==> config.mk <==
export PLATFORM = sky130hd
export DESIGN_NAME = sram_like_arbiter_flat
export DESIGN_NICKNAME = d
export VERILOG_FILES = /design/src/rtl/sram_like_arbiter_if.sv /design/src/rtl/sram_like_arbiter.sv /design/src/flat_wrapper.sv
export SDC_FILE = /design/constraint.sdc
export NUM_CORES = 1
export LEC_CHECK = 0
export CAP_MARGIN = 20
export CORE_AREA = 2 2 118 120
export DETAILED_ROUTE_END_ITERATION = 8
export DIE_AREA = 0 0 120 122
export PLACE_DENSITY = 0.59
export RECOVER_POWER = 50
export SLEW_MARGIN = 20
export SYNTH_ARGS = -nofsm -noshare
export SYNTH_HDL_FRONTEND = slang
export SYNTH_SLANG_ARGS = --single-unit
==> constraint.sdc <==
create_clock -name clk -period 2.35 [get_ports clk]
set_input_delay 0.47 -clock clk [delete_from_list [all_inputs] [get_ports clk]]
set_output_delay 0.47 -clock clk [all_outputs]
set_load 0.02 [all_outputs]
==> src/rtl/sram_like_arbiter_if.sv <==
// sram-like request/response bundle shared by the arbiter ports.
// master: the side that issues requests; slave: the side that accepts them.
interface sram_like_arbiter_if;
    logic        req;
    logic        wr;
    logic [1:0]  size;
    logic [31:0] addr;
    logic [31:0] wdata;
    logic        addr_ok;
    logic        data_ok;
    logic [31:0] rdata;

    modport master (output req, wr, size, addr, wdata,
                    input  addr_ok, data_ok, rdata);
    modport slave  (input  req, wr, size, addr, wdata,
                    output addr_ok, data_ok, rdata);
endinterface

==> src/rtl/sram_like_arbiter.sv <==
// 2:1 arbiter sharing one sram-like master port between the inst and data
// requesters. One outstanding transaction at a time. The grant is locked
// from the first issue cycle until the address handshake completes.
// Optional feature: define ROUND_ROBIN_EN to replace fixed DATA_PRIO priority
// with alternating priority tracked by rr_last.
module sram_like_arbiter #(
    parameter bit DATA_PRIO = 1'b1
) (
    input  logic                        clk,
    input  logic                        rst,
    sram_like_arbiter_if.slave          inst_if,
    sram_like_arbiter_if.slave          data_if,
    sram_like_arbiter_if.master         m_if
);
    typedef enum logic [1:0] {IDLE = 2'd0, ISSUE = 2'd1, WAIT = 2'd2} state_t;
    localparam logic SRC_INST = 1'b0;
    localparam logic SRC_DATA = 1'b1;

    state_t state_q, state_d;
    logic   owner_q, owner_d;
    logic   sel;        // arbitration winner in IDLE
    logic   src;        // source currently driving the master port
    logic   any_req;
    logic   addr_ok_src;
    logic   data_ok_src;

`ifdef ROUND_ROBIN_EN
    logic   rr_last_q, rr_last_d;
`endif

    assign any_req = inst_if.req | data_if.req;

    // Pick the winner among current requests.
    always_comb begin
        sel = SRC_INST;
        if (inst_if.req && data_if.req) begin
`ifdef ROUND_ROBIN_EN
            sel = ~rr_last_q;
`else
            sel = DATA_PRIO ? SRC_DATA : SRC_INST;
`endif
        end else if (data_if.req) begin
            sel = SRC_DATA;
        end
    end

    // In IDLE the winner drives the bus; afterwards the locked owner does.
    assign src = (state_q == IDLE) ? sel : owner_q;

    // State register.
    always_ff @(posedge clk) begin
        if (rst) begin
            state_q <= IDLE;
            owner_q <= SRC_INST;
`ifdef ROUND_ROBIN_EN
            rr_last_q <= SRC_INST;
`endif
        end else begin
            state_q <= state_d;
            owner_q <= owner_d;
`ifdef ROUND_ROBIN_EN
            rr_last_q <= rr_last_d;
`endif
        end
    end

    // Next-state logic.
    always_comb begin
        state_d = state_q;
        owner_d = owner_q;
`ifdef ROUND_ROBIN_EN
        rr_last_d = rr_last_q;
        if (addr_ok_src) rr_last_d = src;
`endif
        case (state_q)
            IDLE: begin
                if (any_req) begin
                    owner_d = sel;
                    if (m_if.addr_ok) state_d = m_if.data_ok ? IDLE : WAIT;
                    else              state_d = ISSUE;
                end
            end
            ISSUE: begin
                if (m_if.addr_ok) state_d = m_if.data_ok ? IDLE : WAIT;
            end
            WAIT: begin
                if (m_if.data_ok) state_d = IDLE;
            end
            default: state_d = IDLE;
        endcase
    end

    // Output logic: master request/fields and handshake routing to the owner.
    // m_data_ok outside an owned transaction (stray) is simply not routed.
    always_comb begin
        m_if.req    = 1'b0;
        addr_ok_src = 1'b0;
        data_ok_src = 1'b0;
        case (state_q)
            IDLE: begin
                m_if.req    = any_req;
                addr_ok_src = any_req & m_if.addr_ok;
                data_ok_src = any_req & m_if.addr_ok & m_if.data_ok;
            end
            ISSUE: begin
                m_if.req    = 1'b1;
                addr_ok_src = m_if.addr_ok;
                data_ok_src = m_if.addr_ok & m_if.data_ok;
            end
            WAIT: begin
                data_ok_src = m_if.data_ok;
            end
            default: ;
        endcase

        m_if.wr    = (src == SRC_DATA) ? data_if.wr    : inst_if.wr;
        m_if.size  = (src == SRC_DATA) ? data_if.size  : inst_if.size;
        m_if.addr  = (src == SRC_DATA) ? data_if.addr  : inst_if.addr;
        m_if.wdata = (src == SRC_DATA) ? data_if.wdata : inst_if.wdata;

        inst_if.addr_ok = addr_ok_src & (src == SRC_INST);
        data_if.addr_ok = addr_ok_src & (src == SRC_DATA);
        inst_if.data_ok = data_ok_src & (src == SRC_INST);
        data_if.data_ok = data_ok_src & (src == SRC_DATA);
    end

    assign inst_if.rdata = m_if.rdata;
    assign data_if.rdata = m_if.rdata;
endmodule

==> src/flat_wrapper.sv <==
// flat-port wrapper written by rule: the top's interface ports become plain ports
module sram_like_arbiter_flat 
#(
    parameter bit DATA_PRIO = 1'b1
)
  (clk, rst, inst_if_req, inst_if_wr, inst_if_size, inst_if_addr, inst_if_wdata, inst_if_addr_ok, inst_if_data_ok, inst_if_rdata, data_if_req, data_if_wr, data_if_size, data_if_addr, data_if_wdata, data_if_addr_ok, data_if_data_ok, data_if_rdata, m_if_req, m_if_wr, m_if_size, m_if_addr, m_if_wdata, m_if_addr_ok, m_if_data_ok, m_if_rdata);
  sram_like_arbiter_if inst_if_i ();
  sram_like_arbiter_if data_if_i ();
  sram_like_arbiter_if m_if_i ();
  input  logic clk;
  input  logic rst;
  input wire logic [$bits(inst_if_i.req)-1:0] inst_if_req;
  input wire logic [$bits(inst_if_i.wr)-1:0] inst_if_wr;
  input wire logic [$bits(inst_if_i.size)-1:0] inst_if_size;
  input wire logic [$bits(inst_if_i.addr)-1:0] inst_if_addr;
  input wire logic [$bits(inst_if_i.wdata)-1:0] inst_if_wdata;
  output wire logic [$bits(inst_if_i.addr_ok)-1:0] inst_if_addr_ok;
  output wire logic [$bits(inst_if_i.data_ok)-1:0] inst_if_data_ok;
  output wire logic [$bits(inst_if_i.rdata)-1:0] inst_if_rdata;
  input wire logic [$bits(data_if_i.req)-1:0] data_if_req;
  input wire logic [$bits(data_if_i.wr)-1:0] data_if_wr;
  input wire logic [$bits(data_if_i.size)-1:0] data_if_size;
  input wire logic [$bits(data_if_i.addr)-1:0] data_if_addr;
  input wire logic [$bits(data_if_i.wdata)-1:0] data_if_wdata;
  output wire logic [$bits(data_if_i.addr_ok)-1:0] data_if_addr_ok;
  output wire logic [$bits(data_if_i.data_ok)-1:0] data_if_data_ok;
  output wire logic [$bits(data_if_i.rdata)-1:0] data_if_rdata;
  output wire logic [$bits(m_if_i.req)-1:0] m_if_req;
  output wire logic [$bits(m_if_i.wr)-1:0] m_if_wr;
  output wire logic [$bits(m_if_i.size)-1:0] m_if_size;
  output wire logic [$bits(m_if_i.addr)-1:0] m_if_addr;
  output wire logic [$bits(m_if_i.wdata)-1:0] m_if_wdata;
  input wire logic [$bits(m_if_i.addr_ok)-1:0] m_if_addr_ok;
  input wire logic [$bits(m_if_i.data_ok)-1:0] m_if_data_ok;
  input wire logic [$bits(m_if_i.rdata)-1:0] m_if_rdata;
  assign inst_if_i.req = inst_if_req;
  assign inst_if_i.wr = inst_if_wr;
  assign inst_if_i.size = inst_if_size;
  assign inst_if_i.addr = inst_if_addr;
  assign inst_if_i.wdata = inst_if_wdata;
  assign inst_if_addr_ok = inst_if_i.addr_ok;
  assign inst_if_data_ok = inst_if_i.data_ok;
  assign inst_if_rdata = inst_if_i.rdata;
  assign data_if_i.req = data_if_req;
  assign data_if_i.wr = data_if_wr;
  assign data_if_i.size = data_if_size;
  assign data_if_i.addr = data_if_addr;
  assign data_if_i.wdata = data_if_wdata;
  assign data_if_addr_ok = data_if_i.addr_ok;
  assign data_if_data_ok = data_if_i.data_ok;
  assign data_if_rdata = data_if_i.rdata;
  assign m_if_req = m_if_i.req;
  assign m_if_wr = m_if_i.wr;
  assign m_if_size = m_if_i.size;
  assign m_if_addr = m_if_i.addr;
  assign m_if_wdata = m_if_i.wdata;
  assign m_if_i.addr_ok = m_if_addr_ok;
  assign m_if_i.data_ok = m_if_data_ok;
  assign m_if_i.rdata = m_if_rdata;
  sram_like_arbiter #(.DATA_PRIO(DATA_PRIO)) u_core (.clk(clk), .rst(rst), .inst_if(inst_if_i), .data_if(data_if_i), .m_if(m_if_i));
endmodule
==> flow_summary_export.csv <==
group,metric,value,unit
cts,ctsHtreeMaxLevel,1,
worst_setup_path,start_kind,"input pin",
sta,fmax,0.428,GHz
worst_setup_path,path_class,"input pin to primary output",
global_routing,grt_antenna_before_repair,0,
global_routing,grt_pass1_vias,1874,
route,vias,1778,
sta,finalSetupViolations,0,
layout,n_fill_cell,1453,
global_routing,grt_max_degree,16,
worst_setup_path,cp_top_family,"buffers and inverters",
die,fp.dieArea,0.0146,mm^2
power,p_leak,0.00146,uW
logic_synthesis,yosysWarnings,0,
layout,final_cells,503,
min_path,hold_depth,2,
cts,insertion_delay,220,ps
worst_setup_path,critPathBufInv,4,
min_path,min_from,"u_core.owner_q$_SDFFE_PP0P_",
power,p_per_area,358,mW/mm^2
worst_setup_path,cp-startpoint,"data_if_req",
worst_setup_path,worstPathRequired,1880,ps
placement,place_congestion,0.713,
logic_synthesis,syn_avg_cell_area,9.63,um^2
route,drtIter0Drc,23,
layout,seq_area,62.6,um^2
route,routedWlPerCell,16.4,um
die,chipHeight,122,um
route,first_pass_iters,2,
cts,cts_tree,"yes",
route,ant_nets,0,
min_path,hold_path_class,"flop to flop",
logic_synthesis,synthDistinctLibCells,18,
cts,postCtsHoldBufs,0,
sta,finalMaxSlewViolations,0,
layout,final_nets,496,
worst_setup_path,slowest_stage,"mux2_4",
die,core,0.0135,mm^2
worst_setup_path,worstPathCellList,"dlygate4sd2_1 -> mux2_4 -> buf_6 -> buf_16 -> mux2_2 -> buf_4",
cts,cts_buffers,3,
worst_setup_path,r2r_cells,3,
die,die_x,120,um
logic_synthesis,synth.top_cell.area_share,35.1,%
worst_setup_path,end_kind,"primary output",
logic_synthesis,syn-instance-count,160,
flow_run,cap_violations,0,
cts,clkTransAtPathRegs,30,ps
die,num_rows,43,
sta,holdWs,500,ps
sta,skew,0.743,ps
layout,syn_to_final_growth,128,%
worst_setup_path,path_max_fanout,8,
sta,slew_headroom,81.0,%
logic_synthesis,ys_seq_area_share,3.90,%
route,drt-total-wl,8230,um
global_routing,grt.total_usage,9.87,%
die,io_pins,308,
layout,multi_input_area,958,um^2
worst_setup_path,worst-path-stages,6,
sta,worst_slew_pin_slew,281,ps
status,status,"finished, final reports clean",
global_routing,grt_overflow_total,0,
layout,design_area,0.00351,mm^2
route,drc,0,
worst_setup_path,cp_data_arrival_time,1870,ps
layout,drive_above_1_share,50.2,%
logic_synthesis,netlist_area,0.00154,mm^2
placement,placed_area,0.00346,mm^2
cts,clock-root-buffer,"clkbuf_16",
logic_synthesis,synth_area_leaders,"mux2_2, buf_4, mux2_4",
placement,hpwl,6670,um
route,routed_via_density,3.53,
placement,placed_cells,492,
worst_setup_path,crit_path_max_incr_delay,370,ps
power,vdd_drop_max,0.167,mV
sta,rsz0062_at_grt,"yes",
global_routing,grt_pass1_wl,10800,um
cts,clock-sinks,3,
logic_synthesis,syn_nets,332,
worst_setup_path,timing.rr.start,"u_core.state_q[1]$_SDFFE_PP0P_",
logic_synthesis,yosys.area.top_type,"mux2_2",
power,finalPower,1260,uW
sta,fin_crit,2340,ps
sta,finalHoldViolCount,0,
sta,period_share,99.4,%
placement,portBuffers,211,
cts,clock_path_buffers,2,
layout,n_antenna_cell,0,
die,start_util,11.4,%
logic_synthesis,synth_seq_cells,3,
worst paths after layout:
kind	to	slack (ps)
worst min-delay path	u_core.owner_q$_SDFFE_PP0P_	500
worst max register to register	u_core.state_q[1]$_SDFFE_PP0P_	1040
worst min register to register	u_core.owner_q$_SDFFE_PP0P_	500
worst max-delay path	m_if_wdata[9]	10
state kept, by name, indices dropped and copies added (netlist names):
name            flops
u_core.owner_q      1
u_core.state_q      2
placed cells by master (no fill, tap or decap), types with 4 or more instances in the layout:
cell type / synthesis / layout
clkbuf_16: 0 / 4
clkdlybuf4s50_1: 0 / 138
nor2_1: 5 / 4
clkdlybuf4s15_2: 0 / 21
mux2_4: 20 / 20
buf_4: 64 / 12
clkbuf_2: 0 / 18
mux2_2: 48 / 48
buf_6: 3 / 4
buf_2: 4 / 25
Yosys cell counts:
| cell | number |
|---|---|
| dfxtp_1 | 3 |
| nor4_1 | 1 |
| nor2_1 | 5 |
| mux2_2 | 48 |
| or4_1 | 1 |
| and3_1 | 1 |
| buf_6 | 3 |
| mux2i_1 | 2 |
| nor3_1 | 1 |
| o21ai_0 | 1 |
| a21oi_1 | 1 |
| buf_2 | 4 |
| mux2_4 | 20 |
| nand2_1 | 2 |
| o2111ai_1 | 1 |
| buf_4 | 64 |
| nor4b_1 | 1 |
| nor3b_1 | 1 |
worst reg2reg max path, delay by kind of cell (launching register included):
family | cells | cell delay [ps]
and+or+nand+nor | 2 | 710
buffers and inverters | 1 | 160
DFF | 1 | 330
final cells by class:
class	count	share of cell area [%]
Clock buffer	4	2.25
Multi-Input combinational cell	86	27.3
Sequential cell	3	1.78
Tap cell	180	6.42
Timing Repair Buffer	230	62.2
routing by layer:
| layer | GRT usage (%) | wire length, um | up-vias | part of all wire (%) |
|---|---|---|---|---|
| li1 | - | - | 822 | - |
| met1 | 8.61 | 2540 | 772 | 31 |
| met2 | 20.2 | 4390 | 163 | 53 |
| met3 | 3.70 | 1120 | 21 | 14 |
| met4 | 3.46 | 176 | 0 | 2.1 |
| met5 | 0 | 0 | - | 0 |
cells by family after synthesis:
kind of cell / Yosys count / share of synthesized area, %
buf+inv: 71 / 34.7
mux: 70 / 55.8
simple gates: 13 / 4.38
compound gates: 3 / 1.22
flops: 3 / 3.90
metrics by stage:
stage | util (%) | setup slack [ps] | setup TNS (ps)
after floorplan | - | 382 | 0
after global placement | 25.6 | -472 | -29880
after detailed placement | 25.6 | -483 | -29890
after CTS | 26.1 | -26.1 | -57.8
after global routing | 26.0 | -9.52 | -9.52
final | 26.0 | 13.9 | 0
what timing repair did:
action	in CTS	in global routing
cloned	3	1
pin swaps	1	1
setup endpoints to repair	72	63
gates resized for setup	226	30
buffers inserted	1	2
power by group:
| part | total [uW] | leakage, uW | internal [uW] | switching, uW |
|---|---|---|---|---|
| registers | 59.0 | 0.0000255 | 55.1 | 3.85 |
| clock network | 268 | 0.0000382 | 224 | 44.2 |
| logic | 930 | 0.00139 | 547 | 383 |
Power figures use the tool's default switching activity.
